**src/rtl/mem_access_arbiter_if.sv**
```systemverilog
// mem_access_arbiter_if
//   Unified memory port bus between the arbiter and the memory.
//   master modport : arbiter side (drives request, write enable, address, data, strobes)
//   slave  modport : memory side (drives ready and read data)
//   Signals:
//     mem_req   - request, held until mem_ready
//     mem_we    - write enable
//     mem_addr  - word address, bits [1:0] are always 0
//     mem_wdata - lane-replicated write data
//     mem_wstrb - byte strobes, 0 on reads
//     mem_ready - completion; mem_rdata valid in the same cycle
//     mem_rdata - read data
interface mem_access_arbiter_if #(
    parameter int ADDR_W = 32,
    parameter int DATA_W = 32
);
    logic              mem_req;
    logic              mem_we;
    logic [ADDR_W-1:0] mem_addr;
    logic [DATA_W-1:0] mem_wdata;
    logic [3:0]        mem_wstrb;
    logic              mem_ready;
    logic [DATA_W-1:0] mem_rdata;

    modport master (
        output mem_req,
        output mem_we,
        output mem_addr,
        output mem_wdata,
        output mem_wstrb,
        input  mem_ready,
        input  mem_rdata
    );

    modport slave (
        input  mem_req,
        input  mem_we,
        input  mem_addr,
        input  mem_wdata,
        input  mem_wstrb,
        output mem_ready,
        output mem_rdata
    );
endinterface

```
**src/rtl/mem_access_arbiter.sv**
```systemverilog
// mem_access_arbiter
//   Shares the single memory port of the multi-cycle core between the
//   instruction-fetch requester and the load/store requester. One transaction
//   at a time, fixed priority load/store over fetch. Loads are formatted
//   (byte/half select, sign/zero extend) into a held register; stores get
//   byte strobes and lane-replicated write data.
//
//   Optional build macro MEMARB_TIMEOUT_EN: adds a WAIT watchdog that ends a
//   transaction with err after TIMEOUT_CYCLES cycles without mem_ready.
//
//   Ports:
//     clk, rst        - clock, asynchronous active-high reset
//     if_req_i        - fetch request (level, held until if_done_o)
//     if_addr_i       - fetch address
//     if_done_o       - one-cycle fetch completion pulse
//     if_rdata_o      - fetched instruction, held
//     ls_req_i        - load/store request (level, held until ls_done_o)
//     ls_we_i         - 1 = store, 0 = load
//     ls_addr_i       - byte address
//     ls_wdata_i      - right-aligned store data
//     ls_funct3_i     - RV32I width/sign code
//     ls_done_o       - one-cycle load/store completion pulse
//     ls_rdata_o      - formatted load data, held
//     err_o           - pulses with done on illegal access or timeout
//     busy_o          - arbiter not idle
//     mem             - memory bus (mem_access_arbiter_if.master)
module mem_access_arbiter #(
    parameter int ADDR_W         = 32,
    parameter int DATA_W         = 32,
    parameter int TIMEOUT_CYCLES = 64
) (
    input  logic              clk,
    input  logic              rst,
    input  logic              if_req_i,
    input  logic [ADDR_W-1:0] if_addr_i,
    output logic              if_done_o,
    output logic [DATA_W-1:0] if_rdata_o,
    input  logic              ls_req_i,
    input  logic              ls_we_i,
    input  logic [ADDR_W-1:0] ls_addr_i,
    input  logic [DATA_W-1:0] ls_wdata_i,
    input  logic [2:0]        ls_funct3_i,
    output logic              ls_done_o,
    output logic [DATA_W-1:0] ls_rdata_o,
    output logic              err_o,
    output logic              busy_o,
    mem_access_arbiter_if.master mem
);

    // Strobe and formatting logic assume four byte lanes.
    if (DATA_W != 32 || TIMEOUT_CYCLES < 1) begin : g_param_check
        $error("mem_access_arbiter: DATA_W must be 32 and TIMEOUT_CYCLES >= 1");
    end

    localparam logic [1:0] ST_IDLE = 2'd0;
    localparam logic [1:0] ST_WAIT = 2'd1;
    localparam logic [1:0] ST_DONE = 2'd2;

    localparam logic [2:0] F3_WORD = 3'b010;

    logic [1:0]        state_q,    state_d;
    logic              own_ls_q,   own_ls_d;
    logic [ADDR_W-1:0] addr_q,     addr_d;
    logic              we_q,       we_d;
    logic [DATA_W-1:0] wdata_q,    wdata_d;
    logic [2:0]        f3_q,       f3_d;
    logic              err_q,      err_d;
    logic [DATA_W-1:0] if_rdata_q, if_rdata_d;
    logic [DATA_W-1:0] ls_rdata_q, ls_rdata_d;

    logic              in_wait;
    logic              timeout;
    logic [ADDR_W-1:0] sel_addr;
    logic [2:0]        sel_f3;
    logic              sel_we;
    logic              sel_illegal;
    logic [7:0]        rd_byte;
    logic [15:0]       rd_half;
    logic [DATA_W-1:0] load_fmt;
    logic [3:0]        store_strb;
    logic [DATA_W-1:0] store_data;

    // Fetches are checked only for word alignment; loads/stores by width code.
    function automatic logic access_illegal(input logic       is_ls,
                                            input logic       we,
                                            input logic [1:0] a,
                                            input logic [2:0] f3);
        logic bad;
        if (!is_ls) begin
            bad = (a != 2'b00);
        end else begin
            case (f3)
                3'b000:  bad = 1'b0;
                3'b100:  bad = we;
                3'b001:  bad = a[0];
                3'b101:  bad = we | a[0];
                3'b010:  bad = (a != 2'b00);
                default: bad = 1'b1;
            endcase
        end
        return bad;
    endfunction

    assign sel_addr    = ls_req_i ? ls_addr_i : if_addr_i;
    assign sel_f3      = ls_req_i ? ls_funct3_i : F3_WORD;
    assign sel_we      = ls_req_i & ls_we_i;
    assign sel_illegal = access_illegal(ls_req_i, sel_we, sel_addr[1:0], sel_f3);

    assign in_wait = (state_q == ST_WAIT);

`ifdef MEMARB_TIMEOUT_EN
    localparam int CNT_W = $clog2(TIMEOUT_CYCLES + 1);
    logic [CNT_W-1:0] cnt_q;

    // Counter is cleared outside WAIT, so it reads 0 on the first WAIT cycle;
    // the last permitted WAIT cycle is the one where it reads TIMEOUT_CYCLES-1.
    always_ff @(posedge clk or posedge rst) begin
        if (rst) begin
            cnt_q <= '0;
        end else if (in_wait && !mem.mem_ready) begin
            cnt_q <= cnt_q + 1'b1;
        end else begin
            cnt_q <= '0;
        end
    end

    assign timeout = (cnt_q == CNT_W'(TIMEOUT_CYCLES - 1));
`else
    assign timeout = 1'b0;
`endif

    // Load formatting from the latched byte address.
    always_comb begin
        case (addr_q[1:0])
            2'd0:    rd_byte = mem.mem_rdata[7:0];
            2'd1:    rd_byte = mem.mem_rdata[15:8];
            2'd2:    rd_byte = mem.mem_rdata[23:16];
            default: rd_byte = mem.mem_rdata[31:24];
        endcase
        rd_half = addr_q[1] ? mem.mem_rdata[31:16] : mem.mem_rdata[15:0];
        case (f3_q)
            3'b000:  load_fmt = {{24{rd_byte[7]}}, rd_byte};
            3'b100:  load_fmt = {24'd0, rd_byte};
            3'b001:  load_fmt = {{16{rd_half[15]}}, rd_half};
            3'b101:  load_fmt = {16'd0, rd_half};
            default: load_fmt = mem.mem_rdata;
        endcase
    end

    // Store strobes and lane replication.
    always_comb begin
        case (f3_q[1:0])
            2'd0: begin
                store_strb = 4'b0001 << addr_q[1:0];
                store_data = {4{wdata_q[7:0]}};
            end
            2'd1: begin
                store_strb = addr_q[1] ? 4'b1100 : 4'b0011;
                store_data = {2{wdata_q[15:0]}};
            end
            default: begin
                store_strb = 4'b1111;
                store_data = wdata_q;
            end
        endcase
    end

    always_comb begin
        state_d    = state_q;
        own_ls_d   = own_ls_q;
        addr_d     = addr_q;
        we_d       = we_q;
        wdata_d    = wdata_q;
        f3_d       = f3_q;
        err_d      = err_q;
        if_rdata_d = if_rdata_q;
        ls_rdata_d = ls_rdata_q;
        case (state_q)
            ST_IDLE: begin
                if (ls_req_i || if_req_i) begin
                    own_ls_d = ls_req_i;
                    addr_d   = sel_addr;
                    we_d     = sel_we;
                    wdata_d  = ls_req_i ? ls_wdata_i : '0;
                    f3_d     = sel_f3;
                    err_d    = sel_illegal;
                    state_d  = sel_illegal ? ST_DONE : ST_WAIT;
                end
            end
            ST_WAIT: begin
                // mem_ready takes precedence over a coincident timeout.
                if (mem.mem_ready) begin
                    state_d = ST_DONE;
                    if (!we_q) begin
                        if (own_ls_q) begin
                            ls_rdata_d = load_fmt;
                        end else begin
                            if_rdata_d = mem.mem_rdata;
                        end
                    end
                end else if (timeout) begin
                    state_d = ST_DONE;
                    err_d   = 1'b1;
                end
            end
            ST_DONE: begin
                state_d = ST_IDLE;
            end
            default: begin
                state_d = ST_IDLE;
            end
        endcase
    end

    always_ff @(posedge clk or posedge rst) begin
        if (rst) begin
            state_q    <= ST_IDLE;
            own_ls_q   <= 1'b0;
            addr_q     <= '0;
            we_q       <= 1'b0;
            wdata_q    <= '0;
            f3_q       <= '0;
            err_q      <= 1'b0;
            if_rdata_q <= '0;
            ls_rdata_q <= '0;
        end else begin
            state_q    <= state_d;
            own_ls_q   <= own_ls_d;
            addr_q     <= addr_d;
            we_q       <= we_d;
            wdata_q    <= wdata_d;
            f3_q       <= f3_d;
            err_q      <= err_d;
            if_rdata_q <= if_rdata_d;
            ls_rdata_q <= ls_rdata_d;
        end
    end

    // mem_req decodes the state register so it drops the instant rst rises.
    assign mem.mem_req   = in_wait;
    assign mem.mem_we    = in_wait & we_q;
    assign mem.mem_addr  = {addr_q[ADDR_W-1:2], 2'b00};
    assign mem.mem_wdata = store_data;
    assign mem.mem_wstrb = (in_wait && we_q) ? store_strb : 4'b0000;

    assign if_done_o  = (state_q == ST_DONE) & ~own_ls_q;
    assign ls_done_o  = (state_q == ST_DONE) &  own_ls_q;
    assign err_o      = (state_q == ST_DONE) &  err_q;
    assign busy_o     = (state_q != ST_IDLE);
    assign if_rdata_o = if_rdata_q;
    assign ls_rdata_o = ls_rdata_q;

endmodule
```
**src/flat_wrapper.sv**
```systemverilog
// flat-port wrapper written by rule: the top's interface ports become plain ports
module mem_access_arbiter_flat 
#(
    parameter int ADDR_W         = 32,
    parameter int DATA_W         = 32,
    parameter int TIMEOUT_CYCLES = 64
)
  (clk, rst, if_req_i, if_addr_i, if_done_o, if_rdata_o, ls_req_i, ls_we_i, ls_addr_i, ls_wdata_i, ls_funct3_i, ls_done_o, ls_rdata_o, err_o, busy_o, mem_mem_req, mem_mem_we, mem_mem_addr, mem_mem_wdata, mem_mem_wstrb, mem_mem_ready, mem_mem_rdata);
  mem_access_arbiter_if #(.ADDR_W(ADDR_W), .DATA_W(DATA_W)) mem_i ();
  input  logic clk;
  input  logic rst;
  input  logic if_req_i;
  input  logic [ADDR_W-1:0] if_addr_i;
  output logic if_done_o;
  output logic [DATA_W-1:0] if_rdata_o;
  input  logic ls_req_i;
  input  logic ls_we_i;
  input  logic [ADDR_W-1:0] ls_addr_i;
  input  logic [DATA_W-1:0] ls_wdata_i;
  input  logic [2:0] ls_funct3_i;
  output logic ls_done_o;
  output logic [DATA_W-1:0] ls_rdata_o;
  output logic err_o;
  output logic busy_o;
  output wire logic [$bits(mem_i.mem_req)-1:0] mem_mem_req;
  output wire logic [$bits(mem_i.mem_we)-1:0] mem_mem_we;
  output wire logic [$bits(mem_i.mem_addr)-1:0] mem_mem_addr;
  output wire logic [$bits(mem_i.mem_wdata)-1:0] mem_mem_wdata;
  output wire logic [$bits(mem_i.mem_wstrb)-1:0] mem_mem_wstrb;
  input wire logic [$bits(mem_i.mem_ready)-1:0] mem_mem_ready;
  input wire logic [$bits(mem_i.mem_rdata)-1:0] mem_mem_rdata;
  assign mem_mem_req = mem_i.mem_req;
  assign mem_mem_we = mem_i.mem_we;
  assign mem_mem_addr = mem_i.mem_addr;
  assign mem_mem_wdata = mem_i.mem_wdata;
  assign mem_mem_wstrb = mem_i.mem_wstrb;
  assign mem_i.mem_ready = mem_mem_ready;
  assign mem_i.mem_rdata = mem_mem_rdata;
  mem_access_arbiter #(.ADDR_W(ADDR_W), .DATA_W(DATA_W), .TIMEOUT_CYCLES(TIMEOUT_CYCLES)) u_core (.clk(clk), .rst(rst), .if_req_i(if_req_i), .if_addr_i(if_addr_i), .if_done_o(if_done_o), .if_rdata_o(if_rdata_o), .ls_req_i(ls_req_i), .ls_we_i(ls_we_i), .ls_addr_i(ls_addr_i), .ls_wdata_i(ls_wdata_i), .ls_funct3_i(ls_funct3_i), .ls_done_o(ls_done_o), .ls_rdata_o(ls_rdata_o), .err_o(err_o), .busy_o(busy_o), .mem(mem_i));
endmodule
```
**config.mk**
```make
export PLATFORM = sky130hd
export DESIGN_NAME = mem_access_arbiter_flat
export DESIGN_NICKNAME = d
export VERILOG_FILES = /design/src/rtl/mem_access_arbiter_if.sv /design/src/rtl/mem_access_arbiter.sv /design/src/flat_wrapper.sv
export SDC_FILE = /design/constraint.sdc
export NUM_CORES = 1
export LEC_CHECK = 0
export CORE_ASPECT_RATIO = 1.25
export CORE_MARGIN = 4
export CORE_UTILIZATION = 46
export CTS_CLUSTER_DIAMETER = 60
export CTS_CLUSTER_SIZE = 28
export DETAILED_ROUTE_END_ITERATION = 10
export GPL_ROUTABILITY_DRIVEN = 0
export GPL_TIMING_DRIVEN = 1
export HOLD_SLACK_MARGIN = 0.15
export PLACE_DENSITY = 0.86
export SLEW_MARGIN = 10
export SYNTH_ARGS = -nofsm -noshare
export SYNTH_HDL_FRONTEND = slang
export SYNTH_SLANG_ARGS = --single-unit
```
**constraint.sdc**
```tcl
create_clock -name clk -period 10.9 [get_ports clk]
set_input_delay 2.18 -clock clk [delete_from_list [all_inputs] [get_ports clk]]
set_output_delay 2.18 -clock clk [all_outputs]
set_load 0.01 [all_outputs]
```
==> reports/metrics.csv <==
stage,metric,value,unit
cells_and_area,area.sequential,0.00340,mm^2
critical_path,ff2ff_setup_slack,8450,ps
floorplan,rows,48,
cells_and_area,final_nets,945,
run,maxCapViolations,0,
critical_path,r2r_end,u_core.ls_rdata_o[6],
synth,avgSynthCellArea,11.0,um^2
synth,synth_cell_types,45,
critical_path,endpoint,mem_mem_wstrb[0],
critical_path,reg2regPathDepth,4,
synth,synth_seq_cells,136,
routing,ant_nets,0,
clock_network,cts_hold_buf,0,
synth,synthCells,594,
floorplan,coreArea,0.0139,mm^2
placed_design,io_buffers,272,
cells_and_area,final_core_utilization,0.691,
clock_network,clockBufferDepth,2,
status,status,completed,
critical_path,endpoint_kind,output port,
routing,drt_iter0_drc,345,
synth,synth-edff-count,0,
global_routing,grt_pass1_wl,30900,um
timing,hold_viol_final,0,
routing,vias,5467,
clock_network,cts_buffers,17,
global_routing,grt_use_total,0.245,
cells_and_area,fillers,1025,
critical_path,start_kind,register,
floorplan,io_pins,275,
global_routing,grt_max_degree,84,
synth,synthArstFlopShare,1.00,
critical_path,arrival,2930,ps
clock_network,cts_tree,yes,
synth,yosysSeqAreaShare,0.521,
routing,dr.pass1.iters,7,
floorplan,die_h,141,um
timing,final.setup_skew,9.24,ps
synth,ys_dominant_reg_cell,dfrtp_1,
placed_design,dp.cells,964,
timing,maxSlewViolCount,0,
clock_network,cts_setup_buffers,0,
clock_network,cts_root_buf,clkbuf_16,
timing,period_share,0.469,
placed_design,dp_hpwl,14700,um
clock_network,h-tree-depth,4,
clock_network,path_clk_slew,60,ps
timing,setup_violations,0,
cells_and_area,drive_gt1_frac,0.124,
critical_path,crit_path_start,u_core.f3_q[0],
critical_path,critical_path_class,reg -> out,
timing,min_period,5110,ps
routing,wirelength,19700,um
floorplan,chipWidth,115,um
floorplan,die-area,0.0162,mm^2
critical_path,cp.required,8720,ps
pwr,p_total,0.00268,W
timing,max_slew_margin,0.298,
timing,tns,0,ps
critical_path,cp_max_fo,23,
routing,drc,0,
synth,syn_area,0.00653,mm^2
routing,wire_per_inst,19.8,um
synth,synth_warnings,0,
timing,tightestPinTransition,1050,ps
cells_and_area,multi_input_comb_area,0.00261,mm^2
pwr,leakage,4.13,nW
clock_network,cts_resized,0,
routing,viasPerCell,5.49,
clock_network,clock_sinks,136,
pwr,powerDensity,280,mW/mm^2
timing,rsz0062_at_grt,false,
hold_path,hp-class,reg -> reg,
clock_network,insertion_delay,410,ps
timing,fmax,0.196,GHz
global_routing,grt-ovfl-total,0,
global_routing,grt_pass1_vias,5690,
cells_and_area,fin_cells,996,
critical_path,reg2reg_from,u_core.f3_q[0],
pwr,vdd_drop_max,146,uV
global_routing,antenna_found_initial,0,
cells_and_area,area_growth,46.8,%
cells_and_area,antenna_cells,0,
floorplan,start_util,0.471,
[Yosys cell counts, drive strengths merged (6+ instances only)]
master    n  area, um^2
nand2    76         285
a222oi    7        70.1
a22o     41         359
a21oi    26         141
inv       6        22.5
nor2     28         110
clkbuf   21        80.1
a22oi     8        60.1
buf      60         427
mux2i    41         410
mux2     55         619
dfrtp   136        3400
o21ai    57         285
[layer usage]
metal	up-vias	GRT usage	wire, um
li1	2498	-	-
met1	2663	0.290	7270
met2	282	0.420	10200
met3	24	0.0734	1820
met4	0	0.0826	438
met5	-	0	0
[state kept, by name, summed over array words and instances, names as in the netlist]
register and cells:
u_core.addr_q 32, u_core.if_rdata_o 32, u_core.ls_rdata_o 32, u_core.wdata_q 32, u_core.f3_q 3, u_core.state_q 2, u_core.err_q 1, u_core.own_ls_q 1
u_core.we_q 1
[worst min-delay path by stage]
| stage | start | endpoint | slack (ps) | cells after the start |
|---|---|---|---|---|
| 2_1_floorplan | u_core.err_q | u_core.err_q | 440 | 2 |
| 3_3_place_gp | u_core.err_q | u_core.err_q | 460 | 2 |
| 3_5_place_dp | u_core.addr_q[8] | u_core.addr_q[8] | 470 | 2 |
| 4_1_cts | u_core.addr_q[8] | u_core.addr_q[8] | 480 | 2 |
| 5_1_grt | u_core.addr_q[12] | u_core.addr_q[12] | 510 | 2 |
| 6_report | u_core.addr_q[27] | u_core.addr_q[27] | 480 | 2 |
[power breakdown]
group / switching, W / leakage (nW) / internal, W / total [W]
Combinational: 0.000494 / 2.18 / 0.000678 / 0.00117
Clock: 0.000246 / 0.271 / 0.000323 / 0.000569
Sequential: 0.000203 / 1.68 / 0.000737 / 0.000941
[area by class of cell]
type                            instances  area share
Inverter                                7     0.00326
Multi-Input combinational cell        371       0.272
Clock inverter                         15      0.0166
Timing Repair Buffer                  275       0.286
Sequential cell                       136       0.355
Tap cell                              175      0.0228
Clock buffer                           17      0.0444
[critical path, stage by stage (launching register included)]
cell and delay, ps:
dfrtp_1 1010, nor2b_1 190, o21ai_1 560, nor2b_1 210, clkdlybuf4s50_1 550
[kinds of logic (layout without fill, tap and decap cells)]
kind of cell	after synthesis	count (layout)	share of synthesized area
AO/OA/AOI/OAI	144	144	0.147
other	1	2	0.000574
buffers and inverters	88	314	0.0816
AND/OR/NAND/NOR	128	128	0.0885
multiplexers	97	97	0.161
flip-flops	136	136	0.521
[cell usage in the layout (no fill, tap or decap), types with 2 or more instances in the layout]
master           instances
nand2_1                 76
clkbuf_16               17
conb_1                   2
and3_1                   2
mux2_2                  54
clkinvlp_4               5
a222oi_1                 7
o21ai_0                 51
inv_8                    2
nor3b_1                  2
a22oi_1                  8
o21ai_1                  5
inv_6                    7
nor3_1                   2
and3b_1                  2
nor2_2                   2
a22o_1                  41
nor2b_1                  5
dfrtp_1                135
mux2i_1                 41
inv_1                    5
a21oi_1                 25
nor2_1                  26
buf_4                    3
clkdlybuf4s50_1        271
[through the flow]
stage	hold WS, ps	setup WS (ps)	instance area [um^2]
2_1_floorplan	440	5080	6540
3_3_place_gp	459	6310	9000
3_5_place_dp	470	6250	9000
4_1_cts	485	5800	9590
5_1_grt	507	5620	9590
6_report	481	5790	9590
Note: power is estimated with default switching activity, not from simulation.
